==> src/rtl/fifo_rd_ctrl.sv <==
// Read-side controller for a latency-1 FIFO: issues reads, buffers returned
// words in a 2-entry skid buffer and presents them as a valid/ready stream.
//
// state    | meaning
// IDLE     | no read issued last cycle
// STREAM   | read issued last cycle with more than one entry left
// THROTTLE | read issued last cycle with one entry or fewer left; skip a cycle
module fifo_rd_ctrl #(
  parameter int DATA_WIDTH = 8,
  parameter int CNT_WIDTH  = 16
) (
  input  logic                  rd_clk,
  input  logic                  reset,
  input  logic                  f_empty,
  input  logic                  f_almost_empty,
  input  logic [DATA_WIDTH-1:0] fifo_data,
  output logic                  enable_rd,
  output logic [DATA_WIDTH-1:0] m_data,
  output logic                  m_valid,
  input  logic                  m_ready,
  output logic [CNT_WIDTH-1:0]  rd_count
);

  localparam logic [1:0] IDLE     = 2'd0;
  localparam logic [1:0] STREAM   = 2'd1;
  localparam logic [1:0] THROTTLE = 2'd2;

  logic [1:0]            state_q, state_d;
  logic [1:0]            occ_q, occ_d;
  logic                  infl_q;
  logic [DATA_WIDTH-1:0] buf0_q, buf0_d;
  logic [DATA_WIDTH-1:0] buf1_q, buf1_d;
  logic [CNT_WIDTH-1:0]  cnt_q;
  logic                  pop;
  logic [2:0]            level;

  assign m_valid  = (occ_q != 2'd0);
  assign m_data   = buf0_q;
  assign rd_count = cnt_q;
  assign pop      = m_valid & m_ready;

  // Slots committed after this cycle; a new read needs one free slot left.
  assign level = {1'b0, occ_q} + {2'b00, infl_q} - {2'b00, pop};

  assign enable_rd = !f_empty && (state_q != THROTTLE) && (level <= 3'd1) && !reset;

  always_comb begin
    state_d = IDLE;
    if (enable_rd) begin
      state_d = f_almost_empty ? THROTTLE : STREAM;
    end
  end

  // buf0 always holds the oldest entry; buf1 is only used when occ is 2.
  always_comb begin
    buf0_d = buf0_q;
    buf1_d = buf1_q;
    occ_d  = occ_q;
    case ({infl_q, pop})
      2'b10: begin
        if (occ_q == 2'd0) buf0_d = fifo_data;
        else               buf1_d = fifo_data;
        occ_d = occ_q + 2'd1;
      end
      2'b01: begin
        buf0_d = buf1_q;
        occ_d  = occ_q - 2'd1;
      end
      2'b11: begin
        if (occ_q == 2'd1) begin
          buf0_d = fifo_data;
        end else begin
          buf0_d = buf1_q;
          buf1_d = fifo_data;
        end
      end
      default: ;
    endcase
  end

  always_ff @(posedge rd_clk) begin
    if (reset) begin
      state_q <= IDLE;
      occ_q   <= 2'd0;
      infl_q  <= 1'b0;
      buf0_q  <= '0;
      buf1_q  <= '0;
      cnt_q   <= '0;
    end else begin
      state_q <= state_d;
      occ_q   <= occ_d;
      infl_q  <= enable_rd;
      buf0_q  <= buf0_d;
      buf1_q  <= buf1_d;
      if (pop) cnt_q <= cnt_q + CNT_WIDTH'(1);
    end
  end

endmodule

==> config.mk <==
export PLATFORM = sky130hd
export DESIGN_NAME = fifo_rd_ctrl
export DESIGN_NICKNAME = d
export VERILOG_FILES = /design/src/rtl/fifo_rd_ctrl.sv
export SDC_FILE = /design/constraint.sdc
export NUM_CORES = 1
export LEC_CHECK = 0
export CAP_MARGIN = 15
export CORE_MARGIN = 2
export CORE_UTILIZATION = 41
export DETAILED_ROUTE_END_ITERATION = 8
export PLACE_DENSITY = 0.71
export SYNTH_ARGS = -nofsm -noshare
export SYNTH_HDL_FRONTEND = slang
export SYNTH_SLANG_ARGS = --single-unit
==> constraint.sdc <==
create_clock -name rd_clk -period 6.8 [get_ports rd_clk]
set_input_delay 1.02 -clock rd_clk [delete_from_list [all_inputs] [get_ports rd_clk]]
set_output_delay 1.02 -clock rd_clk [all_outputs]
set_load 0.05 [all_outputs]
==> results.json, run 1 <==
{
  "status": "finished, final reports clean",
  "cts-resized-gates": 0,
  "ir_worst_vdd_mv": 0.2284,
  "leakage_uw": 0.0007738,
  "fmax_mhz": 190.2,
  "synth_edf_count": 0,
  "post_dp_cell_area_sq_um": 2086,
  "synth_common_cells": "dfxtp_1 (37), nor2_1 (29), nand2_1 (14)",
  "synth-async-reset-ratio": 0,
  "synth.distinct_cells": 35,
  "std_cell_rows": 23,
  "grt-ovfl-total": 0,
  "period_share": 0.7731,
  "ios": 39,
  "fin_tns_setup_ns": 0,
  "synth_fp_nets": 204,
  "ys_warn_count": 0,
  "die_x_microns": 67.64,
  "path_class": "primary input to output port",
  "grt_pass1_wl_microns": 5761,
  "synth_area_leaders": "dfxtp_1 (45%), nor2_1 (6.6%), mux2i_1 (5.4%), a311oi_1 (4.2%), nand3_1 (3.9%)",
  "dp_hpwl_microns": 2334,
  "cts_hold_buf": 0,
  "fin_nets": 243,
  "routed-via-count": 1417,
  "clk_pin_slew_worst_paths_ns": 0.07,
  "synth_seq_cells": 37,
  "grt_max_degree": 36,
  "drive_gt1_frac": 0.07111,
  "powerDensity_nw_per_um2": 360.0,
  "gp_congestion": 0.6955,
  "grt_pass1_vias": 1349,
  "fin_skew_ns": 0.004790,
  "seq_area_sq_um": 740.7,
  "startpoint_type": "primary input",
  "period_minus_slack_ns": 5.257,
  "slew_violations": 0,
  "netlist_area_sq_um": 1660,
  "core_sq_um": 3943,
  "cts_root_buf": "clkbuf_8",
  "synth_top_area_frac": 0.4461,
  "cts_tree": "built",
  "synth-main-ff-cell": "dfxtp_1",
  "totalWireLength_microns": 3405,
  "cts.path.max_buffers": 2,
  "syn_avg_cell_area_sq_um": 8.975,
  "drt_iter0_drc": 80,
  "antenna_left": 0,
  "die_area_sq_um": 4574,
  "hold_class": "flop to flop",
  "maxSlewHeadroom": 0.5733,
  "areaGrowthSynthToFinish_pct": 31.73,
  "routedWlPerCell_microns": 12.38,
  "drv_cap": 0,
  "yosysMostFrequentCell": "dfxtp_1",
  "die_y_microns": 67.64,
  "multi_input_comb_area_sq_um": 860.8,
  "antenna_found_initial": 0,
  "vias_per_cell": 5.153,
  "finalSetupViolations": 0,
  "ys_seq_area_frac": 0.4461,
  "diodes": 0,
  "track_usage": 0.1689,
  "htree_levels": 2,
  "end_kind": "output port",
  "cts.sinks": 37,
  "cts_buffers": 5,
  "clk_latency_ns": 0.30,
  "port_buffers": 38,
  "rsz0062_at_grt": "false",
  "path_max_fanout": 16,
  "finalHoldViolCount": 0,
  "required_ns": 5.78,
  "postCtsSetupRepairBufs": 0,
  "floorplan.initialDensity": 0.4211,
  "tightest_slew_ns": 0.6400,
  "yosys.area.top_type": "dfxtp_1",
  "arrival_ns": 4.24,
  "n_fill_cell": 378,
  "drt_pass1_iterations": 4,
  "fin_area_sq_um": 2187,
  "syn_inst": 185,
  "post-route-drc-count": 0
}
-- kinds of logic (layout without fill, tap and decap cells) --
kind of cell / after synthesis / count (layout) / synth area share
and+or+nand+nor: 83 / 83 / 0.2502
DFF: 37 / 37 / 0.4461
AOI/OAI and AO/OA: 22 / 22 / 0.09570
buffers and inverters: 15 / 55 / 0.03542
xor gates and xnor gates: 13 / 13 / 0.06858
muxes: 9 / 9 / 0.05426
adders and majority gates: 6 / 6 / 0.04974
-- layout by cell type (no fill, tap or decap) --
cell / synthesis / final
a211oi_1: 1 / 1
a21bo_2: 1 / 1
a21o_1: 1 / 1
a21oi_1: 5 / 5
a21oi_2: 1 / 1
a311oi_1: 8 / 8
and2_1: 1 / 1
and4_2: 1 / 1
and4b_1: 1 / 1
buf_4: 0 / 2
clkbuf_8: 0 / 7
clkdlybuf4s50_1: 0 / 38
clkinv_2: 0 / 1
dfxtp_1: 37 / 37
fa_1: 1 / 1
ha_1: 5 / 5
inv_1: 7 / 7
mux2i_1: 9 / 9
nand2_1: 14 / 14
nand2b_1: 1 / 1
nand3_1: 13 / 13
nand3b_1: 2 / 2
nand4_1: 4 / 4
nand4_2: 1 / 1
nand4b_1: 1 / 1
nor2_1: 29 / 29
nor2b_1: 2 / 2
nor3_1: 4 / 4
nor4_1: 3 / 3
o21ai_0: 3 / 3
o31ai_1: 2 / 2
or2_4: 1 / 1
or3_1: 2 / 2
or3_2: 1 / 1
or4_1: 2 / 2
xnor2_1: 7 / 7
xor2_1: 6 / 6
-- report_power, final --
group          switching (uW)  total [uW]  internal, uW
Sequential               28.0         286           258
Clock                    79.1         171          91.6
Combinational             210         331           121
Total                     317         787           471
-- per-layer routing --
layer	vias to the layer above	track usage	wire length (microns)
met5	-	0	0
li1	727	-	-
met3	8	0.04167	151
met1	653	0.2039	1649
met2	29	0.2745	1522
met4	0	0.09184	81
-- path summary, 6_finish.rpt --
| path | endpoint | slack (ns) | cells after the start | from |
|---|---|---|---|---|
| setup reg to reg | state_q[1]$_SDFF_PP0_ | 4.03 | 13 | occ_q[1]$_SDFFE_PP0N_ |
| setup / recovery | enable_rd | 1.54 | 12 | m_ready |
| hold / removal | rd_count[15]$_SDFFE_PP0P_ | 0.48 | 2 | rd_count[15]$_SDFFE_PP0P_ |
| hold reg to reg | rd_count[15]$_SDFFE_PP0P_ | 0.48 | 2 | rd_count[15]$_SDFFE_PP0P_ |
-- worst max-delay path: stages --
cell and delay [ns]:
clkdlybuf4s50_1 0.53, nor2b_1 0.14, buf_4 0.22, inv_1 0.07, ha_1 0.31, inv_1 0.10, ha_1 0.15, inv_1 0.05
fa_1 0.47, nand3b_1 0.11, nor3_1 0.21, clkdlybuf4s50_1 0.84
-- final cells by class --
cell class,count,share of cell area
multi-input combinational,133,0.3936
sequential,37,0.3387
timing repair buffer,40,0.1808
clock buffer,7,0.04405
tap,50,0.02860
inverter,7,0.01201
clock inverter,1,0.002288
-- through the flow --
| step | worst slack (ns) | total power (uW) | utilization | hold WS [ns] | std cells |
|---|---|---|---|---|---|
| after floorplan | 1.966 | 526.6 | - | 0.4600 | 185 |
| after global placement | 1.660 | 617.5 | 0.5290 | 0.4655 | 267 |
| after detailed placement | 1.562 | 620.0 | 0.5290 | 0.4747 | 267 |
| after CTS | 1.536 | 793.1 | 0.5547 | 0.4842 | 275 |
| after global routing | 1.367 | 831.6 | 0.5547 | 0.4962 | 275 |
| final | 1.543 | 787.4 | 0.5547 | 0.4808 | 275 |
-- sequential cells by signal (all words and copies together), names as in the netlist --
register / flops
m_data: 8
buf1_q: 8
rd_count: 16
occ_q: 2
infl_q: 1
state_q: 2
Note: power is estimated with default switching activity, not from simulation.
==> run 2, diff against run 1 <==
- clock period: 6.8 -> 4.99 ns (I/O delays scaled with it)
==> run 2 against run 1 <==
Compared with the run above:
- total power rose by 42%
- wire length increased by 1.9%
- combinational power rose by 38%
- via count rose by 0.21%
- cell count unchanged
- die area did not move
- clock skew grew 0.0015 ns
- clock power is 58% higher
==> results.json, run 2 (same netlist as run 1, synthesis figures left out) <==
{
  "std_cell_rows": 23,
  "cts_hold_buf": 0,
  "grt-ovfl-total": 0,
  "leakage_uw": 0.0007819,
  "slew_violations": 0,
  "met1Wirelength_microns": 1653,
  "ios": 39,
  "crit_path_max_incr_delay_ns": 0.54,
  "drive_gt1_frac": 0.07556,
  "areaGrowthSynthToFinish_pct": 33.46,
  "post_dp_cell_area_sq_um": 2096,
  "period_minus_slack_ns": 3.998,
  "die_area_sq_um": 4574,
  "die_y_microns": 67.64,
  "fin_tns_setup_ns": 0,
  "fin_skew_ns": 0.006311,
  "powerDensity_nw_per_um2": 503.3,
  "finalSetupViolations": 0,
  "cts.path.max_buffers": 2,
  "cts_root_buf": "clkbuf_8",
  "rsz0062_at_grt": "false",
  "cp_top_family": "buffers and inverters",
  "path_buf_inv": 5,
  "antenna_found_initial": 0,
  "path_cells": "clkdlybuf4s50_1, nor2b_1, inv_1, ha_1, inv_1, ha_1, inv_1, fa_1, nand3b_1, nor3_1, buf_12",
  "grt_max_degree": 36,
  "ir_worst_vdd_mv": 0.3221,
  "drt_iter0_drc": 33,
  "final_cell_mix": "dfxtp_1 (37), clkdlybuf4s50_1 (37), nor2_1 (29)",
  "gp_congestion": 0.7006,
  "clk_pin_slew_worst_paths_ns": 0.08,
  "required_ns": 4.24,
  "die_x_microns": 67.64,
  "cts-resized-gates": 0,
  "grt_pass1_wl_microns": 6065,
  "fin_nets": 243,
  "dp_hpwl_microns": 2401,
  "fmax_mhz": 250.1,
  "maxSlewHeadroom": 0.5945,
  "drt_pass1_iterations": 4,
  "drv_cap": 0,
  "wl_met2_microns": 1617,
  "routedWlPerCell_microns": 12.62,
  "fin_area_sq_um": 2216,
  "hold_class": "flop to flop",
  "cts.sinks": 37,
  "diodes": 0,
  "postCtsSetupRepairBufs": 0,
  "htree_levels": 2,
  "floorplan.initialDensity": 0.4211,
  "port_buffers": 38,
  "largest_register_ffs": 16,
  "finalHoldViolCount": 0,
  "tightest_slew_ns": 0.6082,
  "startpoint_type": "primary input",
  "arrival_ns": 3.25,
  "totalWireLength_microns": 3471,
  "cts_buffers": 5,
  "post-route-drc-count": 0,
  "status": "finished, final reports clean",
  "clk_latency_ns": 0.29,
  "core_sq_um": 3943,
  "path_max_fanout": 5,
  "rrSetupSlack_ns": 2.25,
  "vias_per_cell": 5.164,
  "cts_tree": "built",
  "highest_layer": "met4",
  "path_common_cell": "inv_1",
  "antenna_left": 0,
  "track_usage": 0.1771,
  "end_kind": "output port",
  "routed-via-count": 1420,
  "wl_met3_microns": 146,
  "worst_path_max_delay_cell": "clkdlybuf4s50_1",
  "grt_pass1_vias": 1394,
  "path_class": "primary input to output port",
  "period_share": 0.8012
}
## run 2: worst paths after layout
kind | startpoint | to | cells after the start
max | m_ready | enable_rd | 11
min | rd_count[15]$_SDFFE_PP0P_ | rd_count[15]$_SDFFE_PP0P_ | 2
max reg2reg | occ_q[1]$_SDFFE_PP0N_ | state_q[1]$_SDFF_PP0_ | 12
min reg2reg | rd_count[15]$_SDFFE_PP0P_ | rd_count[15]$_SDFFE_PP0P_ | 2
## run 2: layer usage
layer / vias to the layer above / GRT usage
met5: - / 0
met4: 0 / 0.08418
li1: 725 / -
met1: 661 / 0.2126
met3: 5 / 0.04333
met2: 29 / 0.2953
## run 2: tightest hold or removal path, stage by stage (launching register included)
cell	delay, ns
dfxtp_1	0.33
o31ai_1	0.06
a21oi_1	0.05
## run 2: report_power, final
group / switching, uW / internal [uW]
clock: 107 / 162
combinational: 286 / 169
sequential: 38.6 / 351
## run 2: stage by stage
step                      std cells    util  hold slack [ns]  worst slack [ns]  total power (uW)
final                           275  0.5620           0.4871            0.9921              1115
after global routing            275  0.5620           0.5088            0.7238              1179
after CTS                       275  0.5620           0.4900            0.9663              1126
after detailed placement        267  0.5316           0.4752            0.9759             852.4
after global placement          267  0.5316           0.4659             1.067             847.9
after floorplan                 185       -           0.4600            0.6990             717.6
## run 2: final cells by class
type                       instances  area (sq um)
fill                             373          1727
multi-input combinational        133         860.8
sequential                        37         740.7
timing repair buffer              40         405.4
clock buffer                       6         82.58
tap                               50         62.56
clock inverter                     2         37.54
inverter                           7         26.28
